--- src/rtl/frame_serializer_pkg.sv ---
// Shared types and sizing helpers for the frame serializer.
// Optional parity beat is controlled by FRAME_SERIALIZER_PARITY_EN.
package frame_serializer_pkg;

  typedef enum logic [1:0] {
    IDLE,
    SHIFT,
    PARITY
  } state_e;

  function automatic int unsigned beats_of(input int unsigned width, input int unsigned lanes);
    return width / lanes;
  endfunction

  function automatic int unsigned cnt_width(input int unsigned beats);
    return $clog2(beats + 1);
  endfunction

endpackage

--- src/rtl/frame_serializer_lane.sv ---
// One serial lane: shift register with registered output and, when
// FRAME_SERIALIZER_PARITY_EN is defined, an even-parity accumulator.
module frame_serializer_lane
  import frame_serializer_pkg::*;
#(
  parameter int unsigned BEATS = 8
) (
  input  logic             clk,
  input  logic             rst,
  input  logic             load,
  input  logic             advance,
`ifdef FRAME_SERIALIZER_PARITY_EN
  input  logic             par_beat,
`endif
  input  logic [BEATS-1:0] load_bits,
  output logic             serial_out
);

  logic [BEATS-1:0] shreg;

`ifdef FRAME_SERIALIZER_PARITY_EN
  logic parity;

  // Parity tracks exactly the bits already driven, so it is ready at the parity beat.
  always_ff @(posedge clk or posedge rst) begin
    if (rst) begin
      parity <= 1'b0;
    end else if (load) begin
      parity <= load_bits[0];
    end else if (advance) begin
      parity <= parity ^ shreg[0];
    end
  end
`endif

  always_ff @(posedge clk or posedge rst) begin
    if (rst) begin
      shreg      <= '0;
      serial_out <= 1'b0;
    end else if (load) begin
      serial_out <= load_bits[0];
      shreg      <= load_bits >> 1;
    end else if (advance) begin
      serial_out <= shreg[0];
      shreg      <= shreg >> 1;
`ifdef FRAME_SERIALIZER_PARITY_EN
    end else if (par_beat) begin
      serial_out <= parity;
`endif
    end else begin
      serial_out <= 1'b0;
    end
  end

endmodule

--- src/rtl/frame_serializer.sv ---
// Parallel-to-serial converter: valid/ready input, one-deep hold, LANES serial lanes.
// Define FRAME_SERIALIZER_PARITY_EN to append one even-parity beat per word.
module frame_serializer
  import frame_serializer_pkg::*;
#(
  parameter int unsigned WIDTH = 8,
  parameter int unsigned LANES = 1
) (
  input  logic             clk,
  input  logic             rst,
  input  logic [WIDTH-1:0] in_data,
  input  logic             in_valid,
  input  logic             in_msb_first,
  output logic             in_ready,
  output logic [LANES-1:0] serial_out,
  output logic             frame_out,
  output logic             busy
);

  localparam int unsigned BEATS = beats_of(WIDTH, LANES);
  localparam int unsigned CNT_W = cnt_width(BEATS);
  localparam logic [CNT_W-1:0] LAST_BEAT = CNT_W'(BEATS - 1);

  if ((WIDTH % LANES) != 0 || BEATS < 2) begin : g_bad_cfg
    $error("frame_serializer: WIDTH must be a multiple of LANES with at least 2 beats");
  end

  state_e           state_q, state_d;
  logic [CNT_W-1:0] cnt_q, cnt_d;
  logic             hold_full_q;
  logic [WIDTH-1:0] hold_data_q;
  logic             hold_msb_q;
  logic             accept, load, advance, word_done;
`ifdef FRAME_SERIALIZER_PARITY_EN
  logic             par_beat;
`endif

  assign in_ready = ~hold_full_q;
  assign accept   = in_valid & in_ready;

  always_comb begin
    state_d   = state_q;
    cnt_d     = cnt_q;
    load      = 1'b0;
    advance   = 1'b0;
    word_done = 1'b0;
`ifdef FRAME_SERIALIZER_PARITY_EN
    par_beat  = 1'b0;
`endif
    unique case (state_q)
      IDLE: word_done = 1'b1;
      SHIFT: begin
        if (cnt_q != LAST_BEAT) begin
          advance = 1'b1;
          cnt_d   = cnt_q + 1'b1;
        end else begin
`ifdef FRAME_SERIALIZER_PARITY_EN
          par_beat = 1'b1;
          state_d  = PARITY;
`else
          word_done = 1'b1;
`endif
        end
      end
      PARITY:  word_done = 1'b1;
      default: state_d = IDLE;
    endcase
    // End of a word (or idling): reload straight from hold to keep beats contiguous.
    if (word_done) begin
      cnt_d = '0;
      if (hold_full_q) begin
        load    = 1'b1;
        state_d = SHIFT;
      end else begin
        state_d = IDLE;
      end
    end
  end

  always_ff @(posedge clk or posedge rst) begin
    if (rst) begin
      state_q   <= IDLE;
      cnt_q     <= '0;
      frame_out <= 1'b0;
      busy      <= 1'b0;
    end else begin
      state_q   <= state_d;
      cnt_q     <= cnt_d;
      frame_out <= (state_d == SHIFT) && (cnt_d == '0);
      busy      <= (state_d != IDLE);
    end
  end

  always_ff @(posedge clk or posedge rst) begin
    if (rst) begin
      hold_full_q <= 1'b0;
      hold_data_q <= '0;
      hold_msb_q  <= 1'b0;
    end else if (accept) begin
      hold_full_q <= 1'b1;
      hold_data_q <= in_data;
      hold_msb_q  <= in_msb_first;
    end else if (load) begin
      hold_full_q <= 1'b0;
    end
  end

  // MSB-first words reuse the LSB-first lane map on the bit-reversed word.
  logic [WIDTH-1:0] word;
  always_comb begin
    word = hold_data_q;
    if (hold_msb_q) begin
      for (int unsigned i = 0; i < WIDTH; i++) begin
        word[i] = hold_data_q[WIDTH-1-i];
      end
    end
  end

  for (genvar l = 0; l < LANES; l++) begin : g_lane
    logic [BEATS-1:0] lane_bits;
    for (genvar k = 0; k < BEATS; k++) begin : g_beat
      assign lane_bits[k] = word[k*LANES+l];
    end

    frame_serializer_lane #(
      .BEATS(BEATS)
    ) u_lane (
      .clk       (clk),
      .rst       (rst),
      .load      (load),
      .advance   (advance),
`ifdef FRAME_SERIALIZER_PARITY_EN
      .par_beat  (par_beat),
`endif
      .load_bits (lane_bits),
      .serial_out(serial_out[l])
    );
  end

endmodule
--- config.mk ---
export PLATFORM = sky130hd
export DESIGN_NAME = frame_serializer
export DESIGN_NICKNAME = d
export VERILOG_FILES = /design/src/rtl/frame_serializer_pkg.sv /design/src/rtl/frame_serializer_lane.sv /design/src/rtl/frame_serializer.sv
export SDC_FILE = /design/constraint.sdc
export NUM_CORES = 1
export LEC_CHECK = 0
export CAP_MARGIN = 0
export CORE_MARGIN = 5
export CORE_UTILIZATION = 60
export CTS_CLUSTER_DIAMETER = 30
export CTS_CLUSTER_SIZE = 8
export DETAILED_ROUTE_END_ITERATION = 6
export DONT_BUFFER_PORTS = 1
export HOLD_SLACK_MARGIN = 0.15
export PLACE_DENSITY = 0.88
export REMOVE_ABC_BUFFERS = 1
export SETUP_SLACK_MARGIN = 0.1
export SYNTH_ARGS = -nofsm -noshare
export SYNTH_HDL_FRONTEND = slang
export SYNTH_SLANG_ARGS = --single-unit
--- constraint.sdc ---
create_clock -name clk -period 2.4 [get_ports clk]
set_clock_uncertainty 0.15 [all_clocks]
set_input_delay 0.48 -clock clk [delete_from_list [all_inputs] [get_ports clk]]
set_output_delay 0.48 -clock clk [all_outputs]
set_load 0.005 [all_outputs]
==> run summary, run 1 <==
The number of gates given a new drive strength after cts came out at 0. The reg-to-reg critical path endpoint is g_lane[0].u_lane.shreg[5]. The sum of net half-perimeters after detailed placement was 1.45 mm; the clock-pin slew on the worst setup and hold paths was 120 ps.

The tools report the count of warnings emitted by yosys as 0. The number of global-route vias before repair is 850. The critical path goes through ha_1, and4bb_1, o21ai_2, nor2_1, a221o_1. For the instance area after placement, the log shows 1220 um^2. Setup slack on the worst reg-to-reg path comes out at 470 ps. The net count of the finished layout is 124. Setup violations remaining at the end of the flow were counted as 0. After detailed routing, the number of vias per cell comes to 5.82. TritonCTS created 3 clock buffers. The maximum operating frequency came out at 517 MHz. On the final layout, the worst hold slack is 371 ps. In the synthesized netlist the async set-or-reset flop fraction comes to 100%. Summed over all instances, the cell type with the most area after synthesis is dfrtp_1. The tools report the summed negative setup slack over all endpoints as 0 ps. The summed area of non-filler cells in the final layout is 1340 um^2, and the wire length of the first global-routing pass is 3.59 mm. The startpoint of the most critical register-to-register path is cnt_q[0]. The die width was 54.4 um; the average wire length per cell after detail routing was 15.2 um. The violation count after the first detailed-routing iteration was 11. The largest single stage delay on the critical path is 430 ps.

The routed wire length is 2.07 mm, and the clock latency of the later-clocked register in the worst-skew pair is 310 ps. The critical path ends at g_lane[0].u_lane.shreg[5]. The tools report the startpoint type of the worst setup path as a register. In the final layout, the share of cells above drive strength 1 is 18.3%. By area the synthesized netlist is led by dfrtp_1, mux2_2, mux2i_1, a221o_1, nor2_1. Setup repair after global routing left no endpoint under its margin. The hold violation total from the final report is 0, and the synthesized netlist cell count is 97.

The dominant register cell in the synthesized netlist is dfrtp_1. The run gives 0 as the initial antenna violation count. Of all nets on the critical path, the largest fanout is 10.

Launching instance or port of the critical path: cnt_q[0]. The kind of critical path is register to register. The first-pass detailed-route iteration total came out at 4. The clock sink count was 26. Compared with the post-synthesis result, the final layout area differs by 13.3%. The flow ran to the end, and the final reports show no timing, DRC or antenna violations. During placement, the flow inserted port buffers numbering 0. TritonCTS built the clock tree.

STA puts the critical path data arrival time at 2000 ps. The initial cell density of the core was 61.5%. By count the netlist is led by dfrtp_1, mux2_2, mux2i_1, nor2_1, a221o_1. A synthesized cell averages 12.2 um^2. The number of placement rows is 16. The tree is rooted in a clkbuf_4.

Summed over all cells, the static leakage comes to 0.594 nW. Data on the critical path is required at its endpoint by 2460 ps. The sum of overflow across all layers after global routing is 0, and the ratio of final minimum period to clock period is 80.6%. The run gives 27 as the pin count of the biggest net entering global routing. The number of flops mapped to enable cells by yosys is 0, and the time the final worst path needs with I/O delays and setup is 1930 ps. The tools report the final routed DRC violation total as 0. The proportion of synthesized chip area in sequential cells is 55.0%, and the max-cap violation count is 0. In this run the cell area of the synthesized design comes to 1180 um^2. The count of boundary I/O pins came out at 16. The congestion estimate from routability-driven global placement came to 0.768. Master of the slowest instance on the critical path: dfrtp_1. The overall via count from detail_route is 791, and the number of pins exceeding their max-slew limit in the final report is 0. The total power density per cell area was 1140 nW/um^2; the total of flip-flops plus latches after synthesis was 26.

The kind of end point of the critical path is a register. Yosys mapped the design onto 34 distinct sky130hd cell types. Once detail routing completed, the nets flagged for antenna violations numbered 0.

The floorplan step defined a die boundary enclosing 2960 um^2. Across every metal layer, demand over resource in global routing totals 17.6%. The clock passes through at most 2 buffers. The length in cells of the worst reg-to-reg path is 5.

Among all cell types in the netlist, the one instantiated most often is dfrtp_1. The repair_antennas step left the layout with diodes totalling 0. The maximum ir drop on the vdd rail is 0.000759 V.

The type of the tightest min-delay check is register to register. The depth of the CTS H-tree was 1. Y dimension of the die: 54.4 um. After floorplanning, the core was sized to cover 1920 um^2.

The synthesized design devotes to its leading area cell type 55.0% of total area.
==> per-stage QoR <==
stage	instances	setup WS [ps]	util, %	total power [mW]
floorplan	94	592	-	1.22
global placement	123	546	63.3	1.31
detailed placement	123	466	63.3	1.36
CTS	135	450	69.2	1.55
global route	136	359	69.7	1.66
finish	136	466	69.7	1.53
==> state kept, by name (all words and copies together), names as in the netlist <==
signal and count:
busy 1, cnt_q 4, frame_out 1, g_lane.u_lane.serial_out 1, g_lane.u_lane.shreg 7, hold_data_q 8
hold_full_q 1, hold_msb_q 1, state_q 2
==> power breakdown <==
part           switching, mW  internal [mW]
sequential             0.182          0.627
clock                  0.117         0.0588
combinational          0.243          0.304
total                  0.542          0.989
==> logic make-up (layout without fill, tap and decap cells) <==
logic type,count (synthesis),count (layout),synth area share [%]
other,1,1,0.317
muxes,17,17,15.3
buffers and inverters,8,20,2.75
DFF,26,26,55.0
adders and majority gates,1,1,1.06
and+or+nand+nor,23,23,11.2
AOI/OAI and AO/OA,19,19,12.8
xor gates and xnor gates,2,2,1.48
==> cells in the final DEF, fill, tap and decap left out, types with 2 or more instances in the layout <==
master,count
nor2_1,8
a21oi_1,3
dfrtp_1,26
nand2_1,3
buf_4,2
xnor2_1,2
o21ai_0,3
inv_1,4
dlygate4sd3_1,10
mux2_2,9
a221o_1,5
nor2b_1,3
mux2i_1,8
clkbuf_4,3
==> final cells by class <==
cell class	instances	area [um^2]
clock buffer	3	22.5
fill	150	582
inverter	5	18.8
multi-input combinational	63	499
sequential	26	651
tap	27	33.8
timing repair buffer	12	115
==> worst min-delay path by stage <==
stage                               from                          end  slack [ps]  cells after the start
2_1_floorplan  g_lane[0].u_lane.shreg[0]  g_lane[0].u_lane.serial_out         300                      2
3_3_place_gp                         rst               hold_data_q[7]         290                      2
3_5_place_dp                         rst               hold_data_q[0]         290                      2
4_1_cts                       in_data[5]               hold_data_q[5]         150                      1
5_1_grt        g_lane[0].u_lane.shreg[0]  g_lane[0].u_lane.serial_out         410                      2
6_report       g_lane[0].u_lane.shreg[0]  g_lane[0].u_lane.serial_out         370                      2
==> worst max-delay path, delay by kind of cell, from the launching register on <==
family	cells	cell delay, ps
compound gates	2	630
simple gates	2	350
flops	1	430
fa+ha+maj	1	270
==> repair_timing <==
item,4_1_cts,5_1_grt
hold buffers,9,1
endpoints found under the hold margin,34,1
setup buffers,0,0
==> layer usage <==
metal / up-vias / GRT usage, % / wire length, um
li1: 374 / - / -
met1: 395 / 20.1 / 872
met2: 15 / 29.9 / 1090
met3: 7 / 4.09 / 62
met4: 0 / 9.96 / 50
met5: - / 0 / 0
Power figures use the tool's default switching activity.
==> run 2, diff against run 1 <==
clock period = 1.9 ns   (was 2.4 ns; I/O delays follow)
==> run 2 against run 1 <==
- routed wire length increased by 12%
- non-clock buffer count increased by 7
- flip-flop and latch count unchanged
- utilization increased by 4.2 points
- worst hold slack improved by 5.3 ps
- critical path depth unchanged
- register-to-register slack got worse by 360 ps
- clock power increased by 63%
- final cell count increased by 5.9%
- total power increased by 39%
- largest power group unchanged
==> run summary, run 2 (synthesis gave the netlist of run 1 again) <==
For the wire length of the first global-routing pass, the log shows 3.68 mm (+2.3%). The average wire length per cell after detail routing is 16.2 um (+6.2%), and the via-per-instance ratio is 5.69 (-2.2%). Counting flops per register, the top entry is hold_data_q.

The overall via count from detail_route came out at 819 (+3.5%). TritonCTS built the clock tree. The number of placement rows is 16 (unchanged), and the die width is 54.4 um (unchanged). The leakage component of the power was 0.639 nW (+7.4%). For the critical path required time, the log shows 1980 ps (-480 ps). The CTS buffer count came out at 3 (unchanged). The number of global-route vias before repair came out at 815 (-4.1%). The initial cell density of the core is 61.5% (unchanged), and the summed negative setup slack over all endpoints is 0 ps (unchanged). The run gives 1870 ps (-130 ps) as the endpoint arrival time on the critical path.

Ratio of final minimum period to clock period: 94.3% (+14 points). The kind of end point of the critical path was a register. Setup repair after global routing could not meet its margin everywhere.

The run gives 74.0% (+4.2 points) as the share of the core filled with cells in the final layout. The y dimension of the die was 54.4 um (unchanged); the violation count after the first detailed-routing iteration was 18 (+7). The met1 track demand over resource in global routing is 21.2% (+1.1 points).

The total number of nets in the final design came out at 131 (+5.6%). The run finished with clean final reports. CTS placed an instance of clkbuf_4 at the clock tree root. The run gives 330 ps (+20 ps) as the clock latency of the later-clocked register in the worst-skew pair. Leaving out fill and tap cells, the most frequent cell in the layout is dfrtp_1.

The tools report the startpoint type of the worst setup path as a register. The count of boundary I/O pins was 16 (unchanged). The global routing usage on met2 is 30.7% (+0.80 points), and the initial antenna violation count is 0 (unchanged). The tools report the max-cap violation count as 0 (unchanged). met2 is the most crowded layer. The time the final worst path needs with I/O delays and setup is 1790 ps (-143 ps), and the pin count of the biggest net entering global routing is 27 (unchanged). The logs give 376 ps (+5.32 ps) for the hold slack and 17.9% (+0.31 points) for the total global-route track usage. The maximum fanout encountered on the critical timing path was 6 (-4); the full die area was 2960 um^2 (unchanged). The final routed DRC violation total is 0 (unchanged), and the slack of the worst reg-to-reg path is 110 ps (-360 ps). The total power density per cell area is 1500 nW/um^2 (+31%), and the antenna cell count is 0 (unchanged). The buffer levels on the longest clock path is 2 (unchanged), and the hold violation total from the final report is 0 (unchanged). The met3 layer usage reported by global route is 5.18% (+1.1 points). The logs give 1.46 mm (+0.52%) for the sum of net half-perimeters after detailed placement and 0.799 (+4.1%) for the weighted congestion at the end of routability-driven global placement. The number of I/O port buffers works out to 0 (unchanged). The number of pins exceeding their max-slew limit in the final report was 0 (unchanged); the clock-pin slew on the worst setup and hold paths was 140 ps (+20 ps). The first-pass detailed-route iteration total is 6 (+2).

The maximum operating frequency was 558 MHz (+8.0%); the fraction of final layout cells sized beyond drive strength 1 was 25.6% (+7.3 points). The sum of overflow across all layers after global routing was 0 (unchanged). The area inside the core boundary is 1920 um^2 (unchanged). The flip-flop count of the largest register after layout is 8 (unchanged). The worst hold path belongs to the class primary input to async pin.

The depth of the CTS H-tree is 1 (unchanged). The largest registers in the layout are hold_data_q: 8 flops, g_lane.u_lane.shreg: 7 flops, cnt_q: 4 flops. For the final count of negative-setup-slack endpoints, the log shows 0 (unchanged).

For the overall power of the completed layout, the log shows 2.13 mW (+39%). The area growth from synthesis to layout is 20.2%. The run gives 0.00102 V (+34%) as the maximum ir drop on the vdd rail.

Leaving out fill and tap cells, the most frequent cells in the layout are dfrtp_1, dlygate4sd3_1, mux2_2, buf_4. The routed wire length is 2.33 mm (+12%). The kind of critical path is register to register. The clock sink count was 26 (unchanged). The tools report the remaining antenna violation count as 0 (unchanged).
run 2: cell count changes in the layout (fill, tap and decap cells not counted), sizes merged:
cell / change
clkbuf: +1
buf: +7
run 2: worst paths after layout:
check                                           from                           to  depth (start not counted)
max                                         cnt_q[1]    g_lane[0].u_lane.shreg[5]                          5
min                                              rst               hold_data_q[6]                          3
max reg2reg                                 cnt_q[1]    g_lane[0].u_lane.shreg[5]                          5
min reg2reg                g_lane[0].u_lane.shreg[0]  g_lane[0].u_lane.serial_out                          2
max in group asynchronous                        rst                     cnt_q[3]                          3
min in group clk                            in_valid                  hold_full_q                          3
run 2: worst max-delay path, cell delays in order, from the launching register on:
cell and delay, ps:
dfrtp_1 420, ha_2 220, and3b_4 210, o21a_1 180
a21o_4 210, a221o_1 310
run 2: stage by stage:
| stage | area (um^2) | std cells | setup slack, ps |
|---|---|---|---|
| 2_1_floorplan | 1170 | 94 | 92.0 |
| 3_3_place_gp | 1240 | 126 | 100 |
| 3_5_place_dp | 1240 | 126 | 18.6 |
| 4_1_cts | 1400 | 143 | 105 |
| 5_1_grt | 1420 | 144 | 29.8 |
| 6_report | 1420 | 144 | 109 |
run 2: power by group:
part,internal [mW],switching [mW]
Clock,0.118,0.169
Sequential,0.791,0.237
Combinational,0.458,0.354
run 2: layer usage:
| layer | share of wire [%] | up-vias |
|---|---|---|
| li1 | - | 391 |
| met1 | 43 | 406 |
| met2 | 52 | 18 |
| met3 | 4.0 | 4 |
| met4 | 1.4 | 0 |
| met5 | 0 | - |
run 2: cell type report:
type                       instances  area [um^2]
timing repair buffer              19          168
clock buffer                       4         36.3
multi-input combinational         63          514
inverter                           5         18.8
fill                             139          500
tap                               27         33.8
sequential                        26          651
run 2: timing repair:
action / in CTS / in global routing
endpoints found under the setup margin: 5 / 7
pin swaps: 5 / 1
buffers inserted: 3 / 1
hold buffers: 10 / 0
endpoints found under the hold margin: 35 / 0
gates resized for setup: 1 / 2
cloned: 0 / 0
==> run 3, diff against run 2 <==
CAP_MARGIN = 10   (was 0)
==> results of run 3 <==
Final layout, timing and power as in run 2 (identical DEF).
